## src/rtl/cpu_sequencer.sv

```systemverilog
// Control sequencer for the 8-bit accumulator CPU: drives the datapath strobes and
// the T-state one-hot, with run/single-step control, HALT, sticky illegal flag and retire counter.
module cpu_sequencer #(
    parameter int CNT_W = 8,
    parameter int OP_W  = 4
) (
    input  logic             CLK,
    input  logic             RESET,
    input  logic             RUN,
    input  logic             STEP,
    input  logic [OP_W-1:0]  IR_OP,
    output logic             IMAR,
    output logic             IPC,
    output logic             IDR,
    output logic             EDR,
    output logic             IIR,
    output logic             IA,
    output logic             EA,
    output logic             EALU,
    output logic             ISUM,
    output logic             ISUB,
    output logic             IAND,
    output logic             IOR,
    output logic             ISHL,
    output logic             IXOR,
    output logic [7:0]       T,
    output logic             BUSY,
    output logic             HALTED,
    output logic             ILLEGAL,
    output logic [CNT_W-1:0] INSTR_CNT
);

    localparam logic [OP_W-1:0] OP_NOP  = OP_W'(4'h0);
    localparam logic [OP_W-1:0] OP_LD   = OP_W'(4'h1);
    localparam logic [OP_W-1:0] OP_ADD  = OP_W'(4'h2);
    localparam logic [OP_W-1:0] OP_SUB  = OP_W'(4'h3);
    localparam logic [OP_W-1:0] OP_AND  = OP_W'(4'h4);
    localparam logic [OP_W-1:0] OP_OR   = OP_W'(4'h5);
    localparam logic [OP_W-1:0] OP_SHL  = OP_W'(4'h6);
    localparam logic [OP_W-1:0] OP_XOR  = OP_W'(4'h7);
    localparam logic [OP_W-1:0] OP_HALT = OP_W'(4'hF);

    typedef enum logic [3:0] {
        S_IDLE,
        S_F0,
        S_F1,
        S_F2,
        S_DEC,
        S_O0,
        S_O1,
        S_X,
        S_WB,
        S_HALTED
    } state_t;

    state_t           state_q, state_d;
    logic [OP_W-1:0]  op_q, op_d;
    logic [CNT_W-1:0] cnt_q, cnt_d;
    logic             ill_q, ill_d;

    function automatic logic is_alu(input logic [OP_W-1:0] op);
        return (op == OP_ADD) || (op == OP_SUB) || (op == OP_AND) ||
               (op == OP_OR)  || (op == OP_XOR);
    endfunction

    always_ff @(posedge CLK or posedge RESET) begin
        if (RESET) begin
            state_q <= S_IDLE;
            op_q    <= OP_NOP;
            cnt_q   <= '0;
            ill_q   <= 1'b0;
        end else begin
            state_q <= state_d;
            op_q    <= op_d;
            cnt_q   <= cnt_d;
            ill_q   <= ill_d;
        end
    end

    // Instruction boundary ("end"): retire, then continue only while RUN is held.
    always_comb begin
        logic retire;
        retire  = 1'b0;
        state_d = state_q;
        op_d    = op_q;
        cnt_d   = cnt_q;
        ill_d   = ill_q;
        case (state_q)
            S_IDLE: if (RUN || STEP) state_d = S_F0;
            S_F0:   state_d = S_F1;
            S_F1:   state_d = S_F2;
            S_F2:   state_d = S_DEC;
            S_DEC: begin
                op_d = IR_OP;
                if ((IR_OP == OP_LD) || is_alu(IR_OP)) begin
                    state_d = S_O0;
                end else if (IR_OP == OP_SHL) begin
                    state_d = S_X;
                end else if (IR_OP == OP_HALT) begin
                    state_d = S_HALTED;
                    cnt_d   = cnt_q + CNT_W'(1);
                end else begin
                    if (IR_OP != OP_NOP) ill_d = 1'b1;
                    retire = 1'b1;
                end
            end
            S_O0:   state_d = S_O1;
            S_O1:   state_d = S_X;
            S_X: begin
                if (op_q == OP_LD) retire = 1'b1;
                else               state_d = S_WB;
            end
            S_WB:     retire = 1'b1;
            S_HALTED: state_d = S_HALTED;
            default:  state_d = S_IDLE;
        endcase
        if (retire) begin
            cnt_d   = cnt_q + CNT_W'(1);
            state_d = RUN ? S_F0 : S_IDLE;
        end
    end

    always_comb begin
        IMAR = 1'b0;
        IPC  = 1'b0;
        IDR  = 1'b0;
        EDR  = 1'b0;
        IIR  = 1'b0;
        IA   = 1'b0;
        EA   = 1'b0;
        EALU = 1'b0;
        ISUM = 1'b0;
        ISUB = 1'b0;
        IAND = 1'b0;
        IOR  = 1'b0;
        ISHL = 1'b0;
        IXOR = 1'b0;
        T    = 8'h00;
        case (state_q)
            S_F0: begin
                T[0] = 1'b1;
                IMAR = 1'b1;
                IPC  = 1'b1;
            end
            S_F1: begin
                T[1] = 1'b1;
                IDR  = 1'b1;
            end
            S_F2: begin
                T[2] = 1'b1;
                EDR  = 1'b1;
                IIR  = 1'b1;
            end
            S_DEC: T[3] = 1'b1;
            S_O0: begin
                T[4] = 1'b1;
                IMAR = 1'b1;
                IPC  = 1'b1;
            end
            S_O1: begin
                T[5] = 1'b1;
                IDR  = 1'b1;
            end
            S_X: begin
                T[6] = 1'b1;
                // SHL works on A alone, so the DR bus stays released.
                EDR  = (op_q != OP_SHL);
                IA   = (op_q == OP_LD);
                ISUM = (op_q == OP_ADD);
                ISUB = (op_q == OP_SUB);
                IAND = (op_q == OP_AND);
                IOR  = (op_q == OP_OR);
                IXOR = (op_q == OP_XOR);
                ISHL = (op_q == OP_SHL);
            end
            S_WB: begin
                T[7] = 1'b1;
                EALU = 1'b1;
                IA   = 1'b1;
            end
            default: T = 8'h00;
        endcase
    end

    assign BUSY      = (state_q != S_IDLE) && (state_q != S_HALTED);
    assign HALTED    = (state_q == S_HALTED);
    assign ILLEGAL   = ill_q;
    assign INSTR_CNT = cnt_q;

endmodule

```

## config.mk

```make
export PLATFORM = sky130hd
export DESIGN_NAME = cpu_sequencer
export DESIGN_NICKNAME = d
export VERILOG_FILES = /design/src/rtl/cpu_sequencer.sv
export SDC_FILE = /design/constraint.sdc
export NUM_CORES = 1
export LEC_CHECK = 0
export BUFFER_PORTS_ARGS = -buffer_cell sky130_fd_sc_hd__buf_2
export CORE_ASPECT_RATIO = 1.25
export CORE_MARGIN = 1.5
export CORE_UTILIZATION = 45
export CTS_CLUSTER_SIZE = 30
export DETAILED_ROUTE_END_ITERATION = 7
export PLACE_DENSITY = 0.84
export SYNTH_ARGS = -nofsm -noshare
export SYNTH_HDL_FRONTEND = slang
export SYNTH_SLANG_ARGS = --single-unit
```

## constraint.sdc

```tcl
create_clock -name CLK -period 2.8 [get_ports CLK]
set_input_delay 0.56 -clock CLK [delete_from_list [all_inputs] [get_ports CLK]]
set_output_delay 0.56 -clock CLK [all_outputs]
set_load 0.02 [all_outputs]
```

# After elaboration in Yosys (flattened, before gate mapping)
# Cells that the tools add are included.
[op_classes]
n_addsub = 1
mux = 36
n_eq_ne = 32
bitwise_logic = 3
n_reduce_logical = 17
[op_table]
columns = ["cell", "count"]
rows = [
  ["$eq 4x3->1 const B", 12],
  ["$mux 8", 5],
  ["$pmux 4 s10", 1],
  ["$eq 4x2->1 const B", 6],
  ["$mux 4", 6],
  ["$mux 1", 21],
  ["$eq 4x1->1 const B", 3],
  ["$eq 4x4->1 const B", 3],
  ["$add 8x1->8 const B", 1],
  ["$reduce_and 4->1", 2],
  ["$reduce_bool 4->1", 2],
  ["$logic_or 1x1->1", 6],
  ["$ne 3x3->1 const B", 2],
  ["$ne 5x5->1 const B", 1],
  ["$reduce_and 5->1", 1],
  ["$logic_not 4->1", 1],
  ["$ne 2x1->1 const B", 2],
  ["$ne 4x3->1 const B", 1],
  ["$ne 4x4->1 const B", 1],
  ["$pmux 1 s2", 2],
  ["$reduce_bool 2->1", 2],
  ["$reduce_or 2->1", 2],
  ["$not 1->1", 3],
  ["$pmux 1 s3", 1],
  ["other kinds (2)", 2],
]
[word_totals]
wordCells = 93
out_inout_bits = 33
in_bits = 8
ff_bits = 17

# Depth between registers and ports, before layout
[depth]
ltp_word = 10
mapped_depth = 5
ltp_nobuf = 4

# Worst setup path before layout
# Ideal clock, no wire load.
[synth_path]
kind = "reg-to-output"
start = "register state_q[3]"
end = "output IOR"
path_slack_ps = 493
required_ps = 2240
stages_incl_launch_ff = 5
arrival_ps = 1747
n_path_buf = 1
path_cell_list = "dfrtp_1 and4b_1 clkbuf_1 nand3b_1 nor3b_1"
[synth_via]
elab_chain_len = 2
[synth_lines]
columns = ["item", "line_no", "rtl"]
rows = [
  ["start, declared", "56", "state_t state_q, state_d;"],
  ["start signal, assigned", "73", "state_q <= state_d;"],
  ["$eq 4x3->1", "139", "case (state_q)"],
  ["$mux 1", "139", ""],
  ["end, declared", "23", "output logic IOR,"],
]
# Every way passes these cells.

# Final worst setup path
[layout_path]
start = "register state_q[3]"
end = "output IA"
[layout_via]
elab_chain_len = 2
elab_cells_between_ends = 3
classes_between = "eq/ne (2); mux (1)"
[layout_lines]
columns = ["item", "line_no", "rtl"]
rows = [
  ["$eq 4x4->1 / $eq 4x3->1 (equally long branches)", "139", ""],
  ["$pmux 1 s2 *", "139", ""],
  ["end, declared", "17", "output logic IA,"],
]
# Mark *: on every way between the ends. The rest lies on a longest branch, timed or not.

==> results by stage <==
Detailed routing:
- After the first detailed-routing iteration, the DRC count stood at 10.
- Summed over all layers, the routed wires come to 2360 microns.
- The total number of vias is 945.
- In the routed layout, each cell is associated on average with a via count of 5.28.
- The average wire length per cell after detail routing is 13.2 microns.
- The detail route stage leaves a number of antenna-violating nets equal to 0.
- The number of iterations in the first detailed-routing pass is 4.
- The DRC violation count after routing is 0.

Worst setup path:
- The source of the critical timing path is state_q[3].
- The critical setup path kind is register to output pin.
- The data arrival at the endpoint of the critical path is 1870 ps.
- The critical path goes through and4b_1 > a41oi_4 > inv_1 > buf_2.
- The largest fanout of any net on the critical path is 13.
- The master of the slowest instance on the critical path is sky130_fd_sc_hd__dfrtp_1.
- The worst setup path is launched from a register.
- The depth of the worst register-to-register path is 4.
- At the worst endpoint, the required time is 2240 ps.
- The critical path endpoint category is an output pin.
- The start of the worst register-to-register path is state_q[3].
- In this design, the stage delay of the slowest critical-path cell is 600 ps.

Timing:
- Setup violations remaining at the end of the flow were counted as 0.
- The maximum clock rate is 411 MHz.
- In this run the tightest slew margin relative to its limit is 55.5%.
- The shortest clock period the worst path allows after layout is 2430 ps.
- Across the routed clock network, the largest skew measured is 5.21 ps.
- Setup repair after global routing left no endpoint under its margin.
- The transition time of the tightest slew-check pin is 667 ps.
- For the final routed database, the setup TNS stands at 0 ps.
- After layout, the worst path uses 86.8% of the clock period.
- The final-report hold violation count is 0.
- The total count of max-transition violations in the final report is 0.

Synth:
- Sequential elements use 38.4% of the synthesized area.
- After synthesis, the share of flip-flops with an asynchronous set or reset is 100%.
- The most used flip-flop cell after synthesis is sky130_fd_sc_hd__dfrtp_1.
- The synthesized netlist occupies a cell area of 1110 sq um.
- The synthesized design contains 17 register bits.
- The count of cell types in the netlist is 39.
- The number of synthesized flops with an enable pin is 0.
- The number of nets in the synthesized netlist is 123.
- The synthesized netlist cell count is 114.
- During synthesis, Yosys emitted a total of 0 warnings.
- The average footprint of a synthesized cell is 9.72 sq um.

Floorplanning:
- The number of top-level design ports is 41.
- The width of the chip is 47.4 microns.
- The vertical die dimension is 58.5 microns.
- The die area is 2770 sq um.
- The floorplan has 19 rows.
- In this run the standard cell core region covers 2260 sq um.
- The initial cell density of the core is 49.1%.

GRT:
- Entering global routing, the biggest net connects 18 pins.
- The first global-routing pass estimated 3610 microns of wire.
- The overall global routing resource usage is 18.0%.
- The initial antenna violation count is 0.
- The number of global-route vias before repair is 831.
- Global routing finished with a remaining overflow of 0.

Power and ir drop:
- In this run the static leakage power is 0.599 nW.
- The power density relative to cell area is 1050 nW/um^2.
- The worst-case IR drop observed on VDD is 0.636 mV.

Final layout:
- Relative to the synthesized area, the layout overhead comes to 18.2%.
- 0 antenna diodes ended up in the layout.
- Summing all non-filler instances in the final layout gives an area of 1310 sq um.
- The number of filler instances in the final layout is 224.
- The final core utilization is 58.0%.
- The number of nets at the end of the flow is 158.
- Cells with a size suffix above 1 make up 36.5% of the layout.

Clock tree:
- The clock passes through at most 2 buffers.
- Once the clock tree was built, the setup fixing pass inserted 0 buffers.
- The library cell used as clock root buffer is sky130_fd_sc_hd__clkbuf_4.
- Clock latency on the worst-skew pair, taken at its later pin, is 280 ps.
- Clock-pin slew was measured on the worst setup and hold paths at 100 ps.
- The number of instances resized during post-cts repair is 0.
- In this run, post-CTS hold repair placed 0 buffers.
- TritonCTS built the clock tree.
- The clock sink count is 17.
- CTS built an H-tree with a depth of 1.
- The number of buffers added by the clock tree synthesis step is 3.

Placement:
- The instance area after placement is 1280 sq um.
- The count of input and output buffers is 39.
- The congestion estimate from routability-driven global placement came to 0.791.
- The HPWL after detailed placement is 1880 microns.

Status:
- The run finished with clean final reports.

Min path:
- The class of the tightest hold or removal check is input pin to asynchronous set/reset pin.

Run:
- The max-capacitance violation count is 0.
critical path: cells and delay by family, from the launching register on:
kind | cells | cell delay [ps]
flops | 1 | 600
compound gates | 1 | 440
simple gates | 1 | 320
buf+inv | 2 | 240
cell usage in the layout (no fill, tap or decap), drive strengths merged, types with 4 or more instances in the layout:
| cell | n |
|---|---|
| buf | 39 |
| clkbuf | 4 |
| dfrtp | 17 |
| inv | 9 |
| mux2 | 4 |
| nand2 | 9 |
| nor2 | 11 |
| nor3 | 7 |
| o21ai | 5 |
| xor2 | 7 |
registers in the layout (all words and copies together) (netlist names):
name	cells
ILLEGAL	1
state_q	4
INSTR_CNT	8
op_q	4
through the flow:
stage          setup slack, ps  total power, W  cells  hold slack, ps
4_1_cts                    376         0.00139    179             373
3_5_place_dp               696         0.00126    175             465
5_1_grt                    243         0.00148    179             409
2_1_floorplan              493         0.00108    114             486
3_3_place_gp               728         0.00122    175             457
6_report                   370         0.00138    179             355
cells in the mapped netlist, types with 2 or more instances:
| library cell | count | area [sq um] |
|---|---|---|
| sky130_fd_sc_hd__nand2_1 | 9 | 33.8 |
| sky130_fd_sc_hd__buf_2 | 2 | 10.0 |
| sky130_fd_sc_hd__dfrtp_1 | 17 | 425 |
| sky130_fd_sc_hd__a31oi_1 | 2 | 12.5 |
| sky130_fd_sc_hd__clkbuf_1 | 2 | 7.51 |
| sky130_fd_sc_hd__a2111oi_4 | 2 | 55.1 |
| sky130_fd_sc_hd__nor2_1 | 11 | 41.3 |
| sky130_fd_sc_hd__o21ai_0 | 4 | 20.0 |
| sky130_fd_sc_hd__nor3b_1 | 2 | 15.0 |
| sky130_fd_sc_hd__inv_1 | 9 | 33.8 |
| sky130_fd_sc_hd__xor2_1 | 7 | 61.3 |
| sky130_fd_sc_hd__nand2b_1 | 3 | 18.8 |
| sky130_fd_sc_hd__a21oi_1 | 2 | 10.0 |
| sky130_fd_sc_hd__nor3_1 | 7 | 35.0 |
| sky130_fd_sc_hd__nand3_1 | 3 | 15.0 |
| sky130_fd_sc_hd__nand4_1 | 3 | 18.8 |
| sky130_fd_sc_hd__buf_4 | 4 | 30.0 |
| sky130_fd_sc_hd__mux2_2 | 4 | 45.0 |
kinds of logic after synthesis:
logic type                 Yosys count  share of synthesized area [%]
buffers and inverters               18                           8.35
adders and majority gates            1                           1.13
xor gates and xnor gates             8                           6.32
muxes                                4                           4.06
other                                1                          0.338
DFF                                 17                           38.4
AOI/OAI and AO/OA                   20                           18.4
and+or+nand+nor                     45                           23.0
worst paths after layout:
path / endpoint / slack (ps)
max: IA / 370
min: INSTR_CNT[3] / 350
max reg2reg: INSTR_CNT[7] / 730
min reg2reg: INSTR_CNT[7] / 470
max in group asynchronous: state_q[2] / 2020
min in group CLK: INSTR_CNT[7] / 470
layer usage:
metal / global-route usage [%] / share of wire, % / vias to the layer above
met1: 22.3 / 43 / 443
met2: 31.9 / 50 / 39
met5: 0 / 0 / -
met4: 4.76 / 0.81 / 0
met3: 1.84 / 6.1 / 4
li1: - / - / 459
power breakdown:
group | switching [W] | internal [W]
clock network | 0.0000717 | 0.0000552
logic | 0.000451 | 0.000280
registers | 0.000177 | 0.000345
layout make-up:
class	count	area (sq um)	share of cell area (%)
inverters	9	33.8	2.58
clock buffers	4	26.3	2.01
multi-input cells	79	591	45.1
well taps	31	38.8	2.96
flip-flops and latches	17	425	32.5
repair buffers	39	195	14.9
Note: power is estimated with default switching activity, not from simulation.
